--- src/rtl/m_win_checker_reduce_step.sv ---
// m_line_reduce_step: one shift-and-AND reduction of a bitmap along one direction
module m_line_reduce_step #(
    parameter int F = 42,
    parameter int STEP = 1,
    parameter logic [F-1:0] MASK = '1
) (
    input  logic [F-1:0] acc,
    output logic [F-1:0] nxt
);

    assign nxt = acc & (acc >> STEP) & MASK;

endmodule

--- config.mk ---
export PLATFORM = sky130hd
export DESIGN_NAME = m_line_reduce_step
export DESIGN_NICKNAME = d
export VERILOG_FILES = /design/src/rtl/m_win_checker_reduce_step.sv
export SDC_FILE = /design/constraint.sdc
export NUM_CORES = 1
export LEC_CHECK = 0
export CAP_MARGIN = 10
export CORE_UTILIZATION = 15
export DETAILED_ROUTE_END_ITERATION = 7
export PLACE_DENSITY_LB_ADDON = 0.08
export SLEW_MARGIN = 30
export SYNTH_ARGS = -nofsm -noshare
export SYNTH_HDL_FRONTEND = slang
export SYNTH_SLANG_ARGS = --single-unit
--- constraint.sdc ---
create_clock -name vclk -period 0.8
set_clock_uncertainty 0.05 [all_clocks]
set_input_delay 0.2 -clock vclk [all_inputs]
set_output_delay 0.2 -clock vclk [all_outputs]
set_load 0.01 [all_outputs]
# == Word level (Yosys, flattened, before mapping) ==
# Index checks and enable logic that the tools add are counted.
# classes
n_div,0
reduce_logical,0
n_shift,0
bitwise,1
mul,0
magnitude_cmp,0
n_eq_ne,0
muxes,0
add_sub_neg,0
# ops
op,n
$and 42x41->42,1
# totals
regBits,0
latchBits,0
romBits,0
input_bits,42
elab_cells,1
output_inout_bits,42
mem_count,0
ram_bits,0

# == Logic depth before layout (Yosys ltp) ==
# Gate-level depths: netlist of run 1.
# depth
depth_word,1
depth_mapped,1
depth_no_buf,1

# == Worst setup path before layout of run 1 ==
# No wires, ideal clock.
# synth_path
kind,input to output
from,input port acc[0]
to,output port nxt[0]
required_time_ns,0.550
setup_slack_ns,0.185
n_path_buf,0
path_stages,1
t_arrival_ns,0.365
cell_sequence,and2_1
# synth_between
elab_chain_len,1
# synth_rtl
item,line,text
start: declaration,7,"input logic [F-1:0] acc,"
$and 42x41->42,11,assign nxt = acc & (acc >> STEP) & MASK;
end: declaration,8,output logic [F-1:0] nxt
# Every way passes these cells.

# == Worst setup path in the final report of run 1 ==
# layout_path
from,input port acc[38]
to,output port nxt[38]
# Same word-level chain as after synthesis.

==> results of run 1 <==
## repair_timing
action                                  4_1_cts  5_1_grt
buffers inserted                              0        0
gates resized for setup                     372       45
pin swaps                                    37       21
endpoints found under the setup margin       41       40
## power by group through the flow
stage | clock (µW) | combinational [µW] | sequential [µW]
floorplan | 0 | 143 | 0
global placement | 0 | 559 | 0
detailed placement | 0 | 567 | 0
CTS | 0 | 582 | 0
global route | 0 | 773 | 0
finish | 0 | 730 | 0
## cells in the mapped netlist (all sizes together)
cell,n,area (µm²)
buf,1,7.51
and2,41,257
conb,1,3.75
## final timing paths
path       to  cells after the start  slack, ns
max   nxt[38]                      3      -0.01
min    nxt[3]                      3       0.63
## cells by family after synthesis
logic type	share of synthesized area
and+or+nand+nor	0.958
buffers and inverters	0.0280
other	0.0140
## per-layer routing
layer	up-vias	GRT usage	share of wire
met4	0	0	0
met3	0	0.110	0.20
met1	263	0.124	0.28
met5	-	0	0
li1	297	-	-
met2	62	0.335	0.52
## layout make-up
type,count,area share
tap,24,0.0228
timing repair buffer,83,0.704
multi-input combinational,42,0.273
## worst max-delay path, stage by stage
cell    delay (ns)
buf_6         0.10
and2_4        0.15
buf_6         0.11
## through the flow
stage / utilization / TNS [ns]
6_report: 0.827 / -0.0647
2_1_floorplan: - / 0
3_3_place_gp: 0.703 / -31.20
5_1_grt: 0.827 / -0.250
3_5_place_dp: 0.703 / -31.56
4_1_cts: 0.698 / -0.147
==> flow_metrics.py, run 1 <==
metrics = {
    "outcome": {
        "status": "finished with violations",
        "violations": "design-rule violations, negative setup slack",
    },
    "hold_path": {
        "hold_path.startpoint": "acc[4]",
        "hold_path.class": "in2out",
    },
    "die": {
        "chipHeight_um": 44.3,
        "die_area_um2": 1960,
        "die_w_um": 44.3,
        "rows": 14,
        "io_pins": 84,
        "core-area_um2": 1590,
        "initial_core_util": 0.168,
    },
    "power": {
        "p_comb_frac": 1.000,
        "ir_drop_mv": 0.326,
        "power_density_nw_per_um2": 553,
        "pwr-share-seq": 0,
        "swShare": 0.291,
        "pwr-share-clk": 0,
        "total_power_uw": 730,
        "p_int_uw": 517,
        "power_switching_uw": 213,
        "p_leak_uw": 0.000691,
    },
    "cells_and_area": {
        "num_antenna_cells": 0,
        "syn2layout_area_growth_pct": 393,
        "mostFrequentLayoutCells": "buf_6, and2_4, and2_1, conb_1, buf_2",
        "drive_gt1_frac": 0.984,
        "finalInstanceArea_um2": 1320,
        "finalNetCount": 169,
        "seq_cells": 0,
        "fillers": 92,
        "nClkBuffers": 0,
        "multi_input_area_um2": 360,
        "mostFrequentLayoutCell": "buf_6",
        "seq_area_um2": 0,
        "instances_no_fill": 149,
    },
    "sta": {
        "maxSlewViolCount": 0,
        "clock.fmax_mhz": 1230,
        "setup_viol": 14,
        "timing.final.crit_share": 1.02,
        "final-hold-violation-count": 0,
        "setup_slack_ns": -0.0134,
        "hold_ws_ns": 0.626,
        "min_period_ns": 0.813,
        "rsz0062_at_grt": "yes",
    },
    "critical_path": {
        "worstSetupPathType": "in2out",
        "startpoint_type": "input pin",
        "cp.required_ns": 0.55,
        "critPathCaptureType": "primary output",
        "path_max_fanout": 2,
        "arrival_ns": 0.56,
        "critPathLaunch": "acc[38]",
    },
    "global_route": {
        "first_global_vias": 633,
        "grt_max_degree": 3,
        "grt_usage": 0.161,
        "grt_first_pass_wirelength_um": 2460,
        "grt_antenna_before_repair": 0,
        "grt_overflow": 0,
    },
    "route": {
        "wl_per_cell_um": 13.6,
        "vias": 622,
        "first_pass_iters": 8,
        "routed_wl_um": 2030,
        "route.detailed.drc": 6,
        "drt-initial-drc-count": 11,
        "ant_nets": 0,
        "via_per_inst": 4.17,
    },
    "place": {
        "hpwlAfterDp_um": 1350,
        "dpl.cell_count": 149,
        "post-place-ws_ns": -0.806,
        "place.gp.congestion": 0.684,
        "place_area_um2": 1120,
        "port_buffers": 83,
    },
    "logic_synthesis": {
        "syn_nets": 85,
        "netlist_instances": 43,
        "synth-seq-area-share": 0,
        "yosysWarnings": 0,
        "avgSynthCellArea_um2": 6.23,
        "synth.distinct_cells": 3,
        "syn_area_um2": 268,
    },
    "run": {
        "maxCapViolations": 0,
    },
    "clock_tree": {
        "cts_hold_buffers": 0,
    },
}
No activity file was read; power rests on OpenSTA's default activity.
==> run 2, diff against run 1 <==
--- a/config.mk
+++ b/config.mk
@@ -5,9 +5,14 @@
 export SDC_FILE = /design/constraint.sdc
 export NUM_CORES = 1
 export LEC_CHECK = 0
+export ABC_AREA = 1
 export CAP_MARGIN = 10
-export CORE_UTILIZATION = 15
+export CELL_PAD_IN_SITES_DETAIL_PLACEMENT = 0
+export CELL_PAD_IN_SITES_GLOBAL_PLACEMENT = 1
+export CORE_AREA = 2 2 39 41
 export DETAILED_ROUTE_END_ITERATION = 7
+export DIE_AREA = 0 0 41 43
+export DONT_BUFFER_PORTS = 1
 export PLACE_DENSITY_LB_ADDON = 0.08
 export SLEW_MARGIN = 30
 export SYNTH_ARGS = -nofsm -noshare
==> flow_metrics.py, run 2 <==
metrics = {
    "power": {
        "power_switching_uw": 115,
        "pwr-share-seq": 0,
        "power_density_nw_per_um2": 465,
        "p_leak_uw": 0.000414,
        "p_comb_frac": 1.000,
        "pwr-share-clk": 0,
        "ir_drop_mv": 0.113,
        "swShare": 0.744,
        "p_int_uw": 39.4,
    },
    "logic_synthesis": {
        "synthSimpleGateAreaFrac": 0.482,
        "synth_area_leader_cell": "inv_1",
        "syn_nets": 126,
        "netlist_instances": 84,
        "synth_top_family_by_area": "buffers and inverters",
        "synthAdderAreaFrac": 0,
        "syn_area_um2": 319,
        "yosys-top-cells-area": "inv_1, nand2_1, buf_4",
        "synthMuxAreaShare": 0,
        "synth.distinct_cells": 4,
        "yosysWarnings": 0,
        "avgSynthCellArea_um2": 3.80,
        "synth-seq-area-share": 0,
        "synth_compound_area_frac": 0,
        "netlist_top_cells_count": "inv_1, nand2_1, buf_4, conb_1",
        "synth-xor-area-share": 0,
        "synth_top_cell_area_share": 0.482,
    },
    "global_route": {
        "first_global_vias": 248,
        "grt_max_degree": 3,
        "grt_antenna_before_repair": 0,
        "grt_first_pass_wirelength_um": 779,
        "grt_overflow": 0,
        "grt_usage": 0.0569,
    },
    "cells_and_area": {
        "multi_input_area_um2": 158,
        "seq_cells": 0,
        "fillers": 170,
        "nClkBuffers": 0,
        "seq_area_um2": 0,
        "drive_gt1_frac": 0,
        "finalInstanceArea_um2": 332,
        "mostFrequentLayoutCells": "nand2_1, inv_1, conb_1",
        "finalNetCount": 127,
        "syn2layout_area_growth_pct": 3.92,
        "num_antenna_cells": 0,
    },
    "sta": {
        "tns_ns": 0,
        "rsz0062_at_grt": "no",
        "clock.fmax_mhz": 1730,
        "maxSlewViolCount": 0,
        "min_period_ns": 0.579,
        "setup_slack_ns": 0.221,
        "final-hold-violation-count": 0,
        "setup_viol": 0,
        "timing.final.crit_share": 0.724,
    },
    "route": {
        "via_per_inst": 4.01,
        "wl_per_cell_um": 7.79,
        "ant_nets": 0,
        "vias": 397,
        "route.detailed.drc": 0,
        "drt-initial-drc-count": 1,
        "routed_wl_um": 771,
        "first_pass_iters": 3,
    },
    "die": {
        "core-area_um2": 1380,
        "die_area_um2": 1760,
        "rows": 14,
        "io_pins": 84,
        "die_w_um": 41,
        "chipHeight_um": 43,
        "initial_core_util": 0.231,
    },
    "critical_path": {
        "arrival_ns": 0.33,
        "worstSetupPathType": "in2out",
        "path_max_fanout": 2,
        "cp.required_ns": 0.55,
        "worst_path_max_delay_cell": "inv_1",
        "startpoint_type": "input pin",
        "path_cells": "nand2_1 > inv_1",
        "slowest_delay_ns": 0.10,
        "critical_path.top_delay_family": "buffers and inverters",
        "critPathCaptureType": "primary output",
        "critPathBufInv": 1,
    },
    "place": {
        "post-place-ws_ns": 0.217,
        "hpwlAfterDp_um": 753,
        "place_area_um2": 332,
        "port_buffers": 0,
        "place.gp.congestion": 0.600,
    },
    "outcome": {
        "status": "complete, no violations",
    },
    "hold_path": {
        "hold_path.class": "in2out",
    },
    "clock_tree": {
        "post_cts_buffers": 0,
        "cts_resized": 0,
        "cts_hold_buffers": 0,
    },
    "run": {
        "maxCapViolations": 0,
    },
}
-- run 2: cell types whose count changed after synthesis --
cell	change
and2_1	-41
inv_1	+41
nand2_1	+41
-- run 2: worst paths after layout --
check                    from  endpoint  slack (ns)  depth (start not counted)
worst min-delay path  acc[17]   nxt[16]        0.44                          2
worst max-delay path  acc[26]   nxt[26]        0.22                          2
-- run 2: per-layer routing --
metal | part of all wire | up-vias | GRT usage
met5 | 0 | - | 0
met4 | 0 | 0 | 0
met3 | 0.17 | 0 | 0.0157
met2 | 0.49 | 44 | 0.119
met1 | 0.34 | 147 | 0.0506
li1 | - | 206 | -
-- run 2: power groups by stage --
stage,clock network [µW],registers (µW),logic (µW)
final,0,0,154
after global routing,0,0,177
after CTS,0,0,156
after detailed placement,0,0,156
after global placement,0,0,157
after floorplan,0,0,148
-- run 2: area by class of cell --
cell class,count,share of cell area
Inverter,41,0.464
Tap cell,16,0.0604
Multi-Input combinational cell,42,0.475
-- run 2: cell families after synthesis --
family | after synthesis
and+or+nand+nor | 41
other | 1
buffers and inverters | 42
-- run 2: stage by stage --
stage	power, µW	utilization	hold WS (ns)	cells
5_1_grt	177	0.240	0.445	99
4_1_cts	156	0.240	0.443	99
2_1_floorplan	148	-	0.439	84
3_3_place_gp	157	0.240	0.443	99
3_5_place_dp	156	0.240	0.443	99
6_report	154	0.240	0.442	99
